### config.mk
export PLATFORM = sky130hd
export DESIGN_NAME = vec_mem_seq
export DESIGN_NICKNAME = d
export VERILOG_FILES = /design/src/rtl/vec_mem_seq.sv
export SDC_FILE = /design/constraint.sdc
export NUM_CORES = 1
export LEC_CHECK = 0
export ABC_AREA = 1
export BUFFER_PORTS_ARGS = -buffer_cell sky130_fd_sc_hd__buf_2
export CAP_MARGIN = 20
export CORE_MARGIN = 2
export CORE_UTILIZATION = 45
export CTS_CLUSTER_SIZE = 24
export DETAILED_ROUTE_END_ITERATION = 12
export GPL_TIMING_DRIVEN = 1
export HOLD_SLACK_MARGIN = 0.05
export PLACE_DENSITY = 0.7
export SLEW_MARGIN = 20
export SYNTH_ARGS = -nofsm -noshare
export SYNTH_HDL_FRONTEND = slang
export SYNTH_SLANG_ARGS = --single-unit
### constraint.sdc
create_clock -name Clk1 -period 3.8 [get_ports Clk1]
set_input_delay 0.57 -clock Clk1 [delete_from_list [all_inputs] [get_ports Clk1]]
set_output_delay 0.57 -clock Clk1 [all_outputs]
set_load 0.005 [all_outputs]
### src/rtl/vec_mem_seq.sv
// Vector memory sequencer: expands one vector load/store request into
// NUM_WORDS single-word RAM accesses (1-cycle read latency RAM).
module vec_mem_seq #(
   parameter int NUM_WORDS = 16,
   parameter int AW        = 16
) (
   input  logic                   Clk1,
   input  logic                   Reset,
   input  logic                   Start,
   input  logic                   Op,
   input  logic [AW-1:0]          BaseAddr,
   input  logic [16*NUM_WORDS-1:0] StoreData,
   input  logic [15:0]            DataIn,
   output logic [AW-1:0]          Addr,
   output logic                   RD,
   output logic                   WR,
   output logic [15:0]            DataOut,
   output logic                   Busy,
   output logic                   Done,
   output logic [16*NUM_WORDS-1:0] LoadData
);

   localparam int W = 16 * NUM_WORDS;
   localparam logic [4:0] LAST = 5'(NUM_WORDS - 1);

   typedef enum logic [2:0] {IDLE, LD_ISSUE, LD_DRAIN, ST_ISSUE, DONE} state_t;

   state_t         state, state_n;
   logic [4:0]     idx, idx_n;
   logic [AW-1:0]  addr_n;
   logic [15:0]    dout_n;
   logic [W-1:0]   sbuf, sbuf_n, ld_n;
   logic           cap_en, st_adv;
   logic [4:0]     cap_idx;

   always_ff @(posedge Clk1) begin
      if (Reset) begin
         state    <= IDLE;
         idx      <= '0;
         Addr     <= '0;
         DataOut  <= '0;
         sbuf     <= '0;
         LoadData <= '0;
      end else begin
         state    <= state_n;
         idx      <= idx_n;
         Addr     <= addr_n;
         DataOut  <= dout_n;
         sbuf     <= sbuf_n;
         LoadData <= ld_n;
      end
   end

   always_comb begin
      state_n = state;
      idx_n   = idx;
      addr_n  = Addr;
      dout_n  = DataOut;
      sbuf_n  = sbuf;
      ld_n    = LoadData;
      cap_en  = 1'b0;
      cap_idx = '0;
      st_adv  = 1'b0;
      case (state)
         IDLE, DONE: begin
            state_n = IDLE;
            if (Start) begin
               state_n = Op ? ST_ISSUE : LD_ISSUE;
               idx_n   = '0;
               addr_n  = BaseAddr;
               sbuf_n  = StoreData;
               if (Op) dout_n = StoreData[15:0];
            end
         end
         LD_ISSUE: begin
            // Word issued last cycle returns now; word 0 has nothing to capture yet.
            cap_en  = (idx != 5'd0);
            cap_idx = idx - 5'd1;
            if (idx == LAST) begin
               state_n = LD_DRAIN;
            end else begin
               idx_n  = idx + 5'd1;
               addr_n = Addr + AW'(1);
            end
         end
         LD_DRAIN: begin
            cap_en  = 1'b1;
            cap_idx = LAST;
            state_n = DONE;
         end
         ST_ISSUE: begin
            if (idx == LAST) begin
               state_n = DONE;
            end else begin
               st_adv = 1'b1;
               idx_n  = idx + 5'd1;
               addr_n = Addr + AW'(1);
            end
         end
         default: state_n = IDLE;
      endcase
      for (int unsigned k = 0; k < NUM_WORDS; k++) begin
         if (cap_en && 5'(k) == cap_idx) ld_n[16*k +: 16] = DataIn;
         if (st_adv && 5'(k) == idx + 5'd1) dout_n = sbuf[16*k +: 16];
      end
   end

   assign RD   = (state == LD_ISSUE);
   assign WR   = (state == ST_ISSUE);
   assign Busy = (state == LD_ISSUE) || (state == LD_DRAIN) || (state == ST_ISSUE);
   assign Done = (state == DONE);

endmodule

==> impl_metrics.env, run 1 <==
export IMPL_synth_area_leaders="dfxtp_1 49%, nor2_1 14%, o21ai_0 11%, a21oi_1 7.7%, nand2_1 6.7%"
export IMPL_die_area_mm2=0.0521
export IMPL_finish_net_count=3975
export IMPL_async_reset_ff_share_pct=0
export IMPL_clock_latency_ns=0.63
export IMPL_syn_nets=3497
export IMPL_ant_nets=0
export IMPL_maxSlewHeadroom_pct=45.7
export IMPL_synthesis_area_mm2=0.0226
export IMPL_grt_use_total_pct=31.6
export IMPL_min_path_type="input port to register"
export IMPL_area_growth_pct=24.3
export IMPL_finClkSkew_ns=0.0333
export IMPL_die_h_um=228
export IMPL_post_route_min_period_ns=3.43
export IMPL_dp_slack_ns=0.323
export IMPL_grt_pass1_wl_mm=129
export IMPL_max_freq_mhz=292
export IMPL_static_leakage_power_nw=13.3
export IMPL_ir_worst_vdd_v=0.000339
export IMPL_critical_path_class="register to register"
export IMPL_routed_wl_mm=85.6
export IMPL_fp_dieW_um=228
export IMPL_synth_ff_type="dfxtp_1"
export IMPL_ys_ff_latch=552
export IMPL_cts_sinks=552
export IMPL_synth_edf_count=0
export IMPL_final_setup_viol_count=0
export IMPL_antenna_found_initial=10
export IMPL_rsz0062_at_grt="false"
export IMPL_worst_ep_required_time_ns=4.26
export IMPL_ioPinCount=584
export IMPL_grt_overflow_total=0
export IMPL_final_cells=4399
export IMPL_seq_area_mm2=0.0111
export IMPL_cts_root_buf="clkbuf_16"
export IMPL_cts_resized=0
export IMPL_hold_viol=0
export IMPL_synth_top_area_share_pct=48.8
export IMPL_ctsHtreeMaxLevel=2
export IMPL_yosysTopAreaCell="dfxtp_1"
export IMPL_routed_via_density=5.27
export IMPL_min_period_over_period_pct=90.2
export IMPL_final_util_pct=56.4
export IMPL_endpoint_kind="register"
export IMPL_nFillCells=4863
export IMPL_fin_area_mm2=0.0281
export IMPL_cp_cell_sequence="ha_1 -> nand2_1 -> nor2_1 -> ha_1 -> nand3_2 -> clkinv_2 -> nand2_4 -> nor2_2 -> inv_1 -> o2111ai_1 -> nor4_1 -> nand2_2 -> clkinv_2 -> nor2_1 -> nand2_1 -> a21oi_1"
export IMPL_rows=82
export IMPL_synth_avg_cell_area_um2=7.08
export IMPL_grt_max_degree=182
export IMPL_worst_pin_slew_ns=0.807
export IMPL_post_drt_wl_per_cell_um=19.5
export IMPL_cts_setup_buffers=0
export IMPL_cts_buffers=56
export IMPL_drt_iter0_markers=2426
export IMPL_ctsLongestPathBuffers=3
export IMPL_gp_congestion=0.972
export IMPL_initial_core_util_pct=45.4
export IMPL_maxCapViolCount=0
export IMPL_drive_gt1_share_pct=20.9
export IMPL_critical_path_top_delay_family="simple AND/OR/NAND/NOR gates"
export IMPL_setup_ws_ns=0.374
export IMPL_dp_hpwl_mm=61.2
export IMPL_portBuffers=583
export IMPL_clk_pin_slew_ns=0.06
export IMPL_firstDrtPassIters=6
export IMPL_tns_ns=0
export IMPL_status="finished clean"
export IMPL_drv_slew=0
export IMPL_placedCellCount=4289
export IMPL_yosysUniqueCellTypes=41
export IMPL_crit_fanout=25
export IMPL_syn_inst=3197
export IMPL_critPathLaunchType="register"
export IMPL_vias=23182
export IMPL_cp_arrival_ns=3.88
export IMPL_drc_errors=0
export IMPL_core_mm2=0.0499
export IMPL_power_density_mw_per_mm2=509
export IMPL_crit_buf_inv=3
export IMPL_grt_pass1_vias=21996
export IMPL_cp_slowest_cell="nor4_1"
export IMPL_yosysSeqAreaShare_pct=48.8
export IMPL_cts_hold_buf=0
export IMPL_multiInputGateArea_mm2=0.0100
export IMPL_place_area_mm2=0.0261
export IMPL_cts_tree="done"
export IMPL_yosysWarnings=0
export IMPL_slowest_delay_ns=0.48
-- cell usage in the layout (no fill, tap or decap), drive strengths merged --
cell	netlist	routed
a21oi	346	346
bufinv	0	12
clkbuf	179	78
o211ai	5	5
o31ai	1	1
nor3	7	7
clkinvlp	0	4
diode	0	8
dfxtp	552	552
a22oi	1	1
o21ai	512	512
ha	8	8
nand2	411	411
nand4	5	5
nor3b	1	1
nor4	3	3
inv	185	184
xor2	7	7
clkinv	3	12
xnor2	4	4
or2	5	5
buf	37	636
a31oi	2	2
a221oi	5	5
nand3	78	78
o2111ai	1	1
a311oi	3	3
a211oi	5	5
nor2	831	831
-- worst reg2reg max path, delay by kind of cell (launching register included) --
family	cells	cell delay, ns
buffers and inverters	3	0.69
flip-flops	1	0.33
adder cells (fa/ha/maj)	2	0.55
AND/OR/NAND/NOR	9	1.50
AO/OA/AOI/OAI	2	0.21
-- registers in the layout, summed over array words and instances (netlist names) --
| signal | count |
|---|---|
| LoadData | 256 |
| sbuf | 256 |
| Addr | 16 |
| DataOut | 16 |
| idx | 5 |
| state | 3 |
-- cells in the mapped netlist (2+ instances only) --
master / number
nor2_2: 6
xnor2_1: 3
a21oi_1: 346
or2_0: 3
a221oi_1: 5
a211oi_1: 5
nand3_1: 76
o21ai_0: 508
a31oi_1: 2
ha_1: 8
a311oi_1: 3
xor2_1: 7
o211ai_1: 5
nand2_1: 405
buf_4: 3
nor2_4: 9
nor2_1: 815
clkbuf_1: 179
inv_1: 175
nand3_2: 2
nand2_2: 4
o21ai_1: 4
nand2_4: 2
nor3_1: 6
clkinv_1: 2
nand4_1: 4
or2_2: 2
buf_1: 8
nor4_1: 3
dfxtp_1: 552
buf_2: 26
inv_2: 10
-- stage by stage --
stage               total power, W  hold WS [ns]
floorplan                  0.00751         0.425
detailed placement         0.00827         0.431
global placement           0.00825         0.428
CTS                         0.0143         0.170
global route                0.0148         0.207
finish                      0.0143         0.203
-- cell type report --
| type | count | share of cell area (%) |
|---|---|---|
| Multi-Input combinational cell | 2241 | 35.7 |
| Clock inverter | 24 | 1.63 |
| Antenna cell | 8 | 0.0712 |
| Inverter | 188 | 2.58 |
| Tap cell | 672 | 2.99 |
| Sequential cell | 552 | 39.3 |
| Clock buffer | 78 | 5.63 |
| Timing Repair Buffer | 636 | 12.1 |
-- kinds of logic (layout without fill, tap and decap cells) --
logic type,count (synthesis),count (layout),share of synthesized area [%]
flip-flops,552,552,48.8
AND/OR/NAND/NOR,1341,1341,23.5
XOR/XNOR,11,11,0.509
buffers and inverters,404,926,6.90
AO/OA/AOI/OAI,881,881,19.8
other,0,8,0
adder cells (fa/ha/maj),8,8,0.442
-- per-layer routing --
metal  track usage, %  vias to the layer above  wire length, um
li1                 -                    11288                -
met1             39.2                    10613            34000
met2             50.3                     1063            38400
met3             9.24                      214             8900
met4             15.7                        4             4310
met5                0                        -               21
-- path summary, 6_finish.rpt --
kind	startpoint	endpoint	slack [ns]	cells past startpoint
max	idx[0]	DataOut[11]	0.37	16
min	StoreData[160]	sbuf[160]	0.20	3
max reg2reg	idx[0]	DataOut[11]	0.37	16
min reg2reg	LoadData[165]	LoadData[165]	0.44	2
-- power breakdown --
group | leakage (nW) | internal, W | switching [W]
Combinational | 7.82 | 0.000570 | 0.00118
Sequential | 4.51 | 0.00620 | 0.000228
Clock | 0.994 | 0.00373 | 0.00240
No activity file was read; power rests on OpenSTA's default activity.
==> run 2: changes to the inputs <==
--- a/config.mk
+++ b/config.mk
@@ -8,6 +8,7 @@
 export ABC_AREA = 1
 export BUFFER_PORTS_ARGS = -buffer_cell sky130_fd_sc_hd__buf_2
 export CAP_MARGIN = 20
+export CORE_ASPECT_RATIO = 1.25
 export CORE_MARGIN = 2
 export CORE_UTILIZATION = 45
 export CTS_CLUSTER_SIZE = 24
==> run 2 against run 1 <==
Against the previous run: non-clock buffer count rose by 2; largest power group unchanged; highest routed layer unchanged; clock power fell by 10%; sequential cell count did not move; register-to-register slack got worse by 0.02 ns; die area barely moved; sequential share of layout area rose by 0.44 points; combinational power fell by 2%; fmax fell by 0.58%; power fell by 4.4%; cell count fell by 0.61%; global-route usage fell by 0.50 points; critical path type unchanged.
==> impl_metrics.env, run 2 (synthesis gave the netlist of run 1 again) <==
export IMPL_ioPinCount=584
export IMPL_worst_pin_slew_ns=0.973
export IMPL_tns_ns=0
export IMPL_multiInputGateArea_mm2=0.0101
export IMPL_worst_ep_required_time_ns=4.25
export IMPL_min_path_type="input port to register"
export IMPL_grt_pass1_wl_mm=125
export IMPL_hold_viol=0
export IMPL_grt_pass1_vias=21450
export IMPL_ctsHtreeMaxLevel=2
export IMPL_final_setup_viol_count=0
export IMPL_firstDrtPassIters=6
export IMPL_cp_arrival_ns=3.90
export IMPL_min_period_over_period_pct=90.7
export IMPL_ctsLongestPathBuffers=3
export IMPL_rsz0062_at_grt="false"
export IMPL_vias=22985
export IMPL_cts_root_buf="clkbuf_16"
export IMPL_final_common_cell="nor2_1"
export IMPL_finish_net_count=3975
export IMPL_ir_worst_vdd_v=0.000364
export IMPL_routed_via_density=5.26
export IMPL_core_mm2=0.0495
export IMPL_drive_gt1_share_pct=20.8
export IMPL_regToRegSetupSlack_ns=0.35
export IMPL_cts_tree="done"
export IMPL_nFillCells=4825
export IMPL_drt_iter0_markers=2143
export IMPL_routed_wl_mm=84.1
export IMPL_grt_max_degree=239
export IMPL_fp_dieW_um=205
export IMPL_ant_nets=0
export IMPL_area_growth_pct=22.9
export IMPL_p_total_w=0.0137
export IMPL_finClkSkew_ns=0.0276
export IMPL_portBuffers=583
export IMPL_endpoint_kind="register"
export IMPL_clock_latency_ns=0.62
export IMPL_cts_buffers=54
export IMPL_static_leakage_power_nw=13.2
export IMPL_die_h_um=255
export IMPL_drv_slew=0
export IMPL_cts_setup_buffers=0
export IMPL_placedCellCount=4270
export IMPL_antenna_found_initial=12
export IMPL_gp_congestion=0.899
export IMPL_post_drt_wl_per_cell_um=19.2
export IMPL_post_route_min_period_ns=3.45
export IMPL_r2r_cells=25
export IMPL_crit_fanout=21
export IMPL_holdPathStages=3
export IMPL_die_area_mm2=0.0521
export IMPL_cts_hold_buf=0
export IMPL_drc_errors=0
export IMPL_critPathLaunchType="register"
export IMPL_max_freq_mhz=290
export IMPL_rows=91
export IMPL_dp_hpwl_mm=59.9
export IMPL_status="finished clean"
export IMPL_holdWs_ns=0.194
export IMPL_initial_core_util_pct=45.7
export IMPL_cts_sinks=552
export IMPL_grt_overflow_total=0
export IMPL_grt_use_total_pct=31.1
export IMPL_power_density_mw_per_mm2=492
export IMPL_clk_pin_slew_ns=0.06
export IMPL_maxSlewHeadroom_pct=35.1
export IMPL_maxCapViolCount=0
export IMPL_final_cells=4372
export IMPL_critical_path_class="register to register"
export IMPL_layout_common_cells="810 x nor2_1, 583 x buf_2, 552 x dfxtp_1, 508 x o21ai_0, 402 x nand2_1"
export IMPL_seq_area_mm2=0.0111
export IMPL_reg_largest_list="LoadData: 256 flops, sbuf: 256 flops"
==> run 2: changes by cell type in the layout (fill, tap and decap cells not counted), sizes merged <==
cell / previous run / this run
clkbuf: 78 / 80
clkinv: 12 / 10
inv: 184 / 189
buf: 636 / 638
bufinv: 12 / 3
diode: 8 / 4
==> run 2: path summary, 6_finish.rpt <==
| kind | startpoint | endpoint |
|---|---|---|
| min | StoreData[195] | sbuf[195] |
| max | idx[1] | DataOut[14] |
| min reg2reg | LoadData[164] | LoadData[164] |
| max reg2reg | idx[1] | DataOut[14] |
==> run 2: cell type report <==
type                       instances  area share (%)
clock buffer                      80            5.75
tap                              651            2.93
inverter                         188            2.58
sequential                       552            39.7
clock inverter                    18           0.747
antenna                            4          0.0360
timing repair buffer             638            12.1
multi-input combinational       2241            36.1
==> run 2: worst max-delay path: stages, from the launching register on <==
cell,delay (ns)
dfxtp_1,0.46
ha_2,0.29
nand2_1,0.07
nor2_1,0.11
ha_1,0.19
nand3_2,0.15
nor2_4,0.21
nand2_1,0.13
inv_1,0.49
a21oi_1,0.14
nand2_1,0.11
nand2_1,0.07
nand2_1,0.06
nand2_1,0.04
nand2_1,0.11
nand2_1,0.06
nand2_1,0.05
nand2_1,0.06
nand2_1,0.06
nand2_1,0.07
nand2_1,0.09
nand2_1,0.05
nand2_1,0.05
nand2_1,0.04
nand2_1,0.06
a21oi_1,0.06
==> run 2: what timing repair did <==
item / CTS / global route
endpoints found under the hold margin: 0 / 0
gates resized for setup: 0 / 3
setup endpoints to repair: 0 / 14
==> run 2: power breakdown <==
part | internal (W) | switching (W)
Clock | 0.00313 | 0.00239
Combinational | 0.000561 | 0.00115
Sequential | 0.00620 | 0.000239
==> run 2: through the flow <==
stage,cell area (um2),util (%),worst slack (ns)
after floorplan,22600,-,0.931
after global placement,26000,52.5,0.350
after detailed placement,26000,52.5,0.280
after CTS,27800,56.1,0.270
after global routing,27800,56.2,0.0291
final,27800,56.2,0.354
==> run 2: per-layer routing <==
| metal | track usage, % | vias up | wire length [um] |
|---|---|---|---|
| li1 | - | 11252 | - |
| met2 | 52.0 | 1085 | 39600 |
| met4 | 16.0 | 10 | 4450 |
| met5 | 0 | - | 74 |
| met3 | 7.27 | 222 | 7670 |
| met1 | 37.3 | 10416 | 32300 |
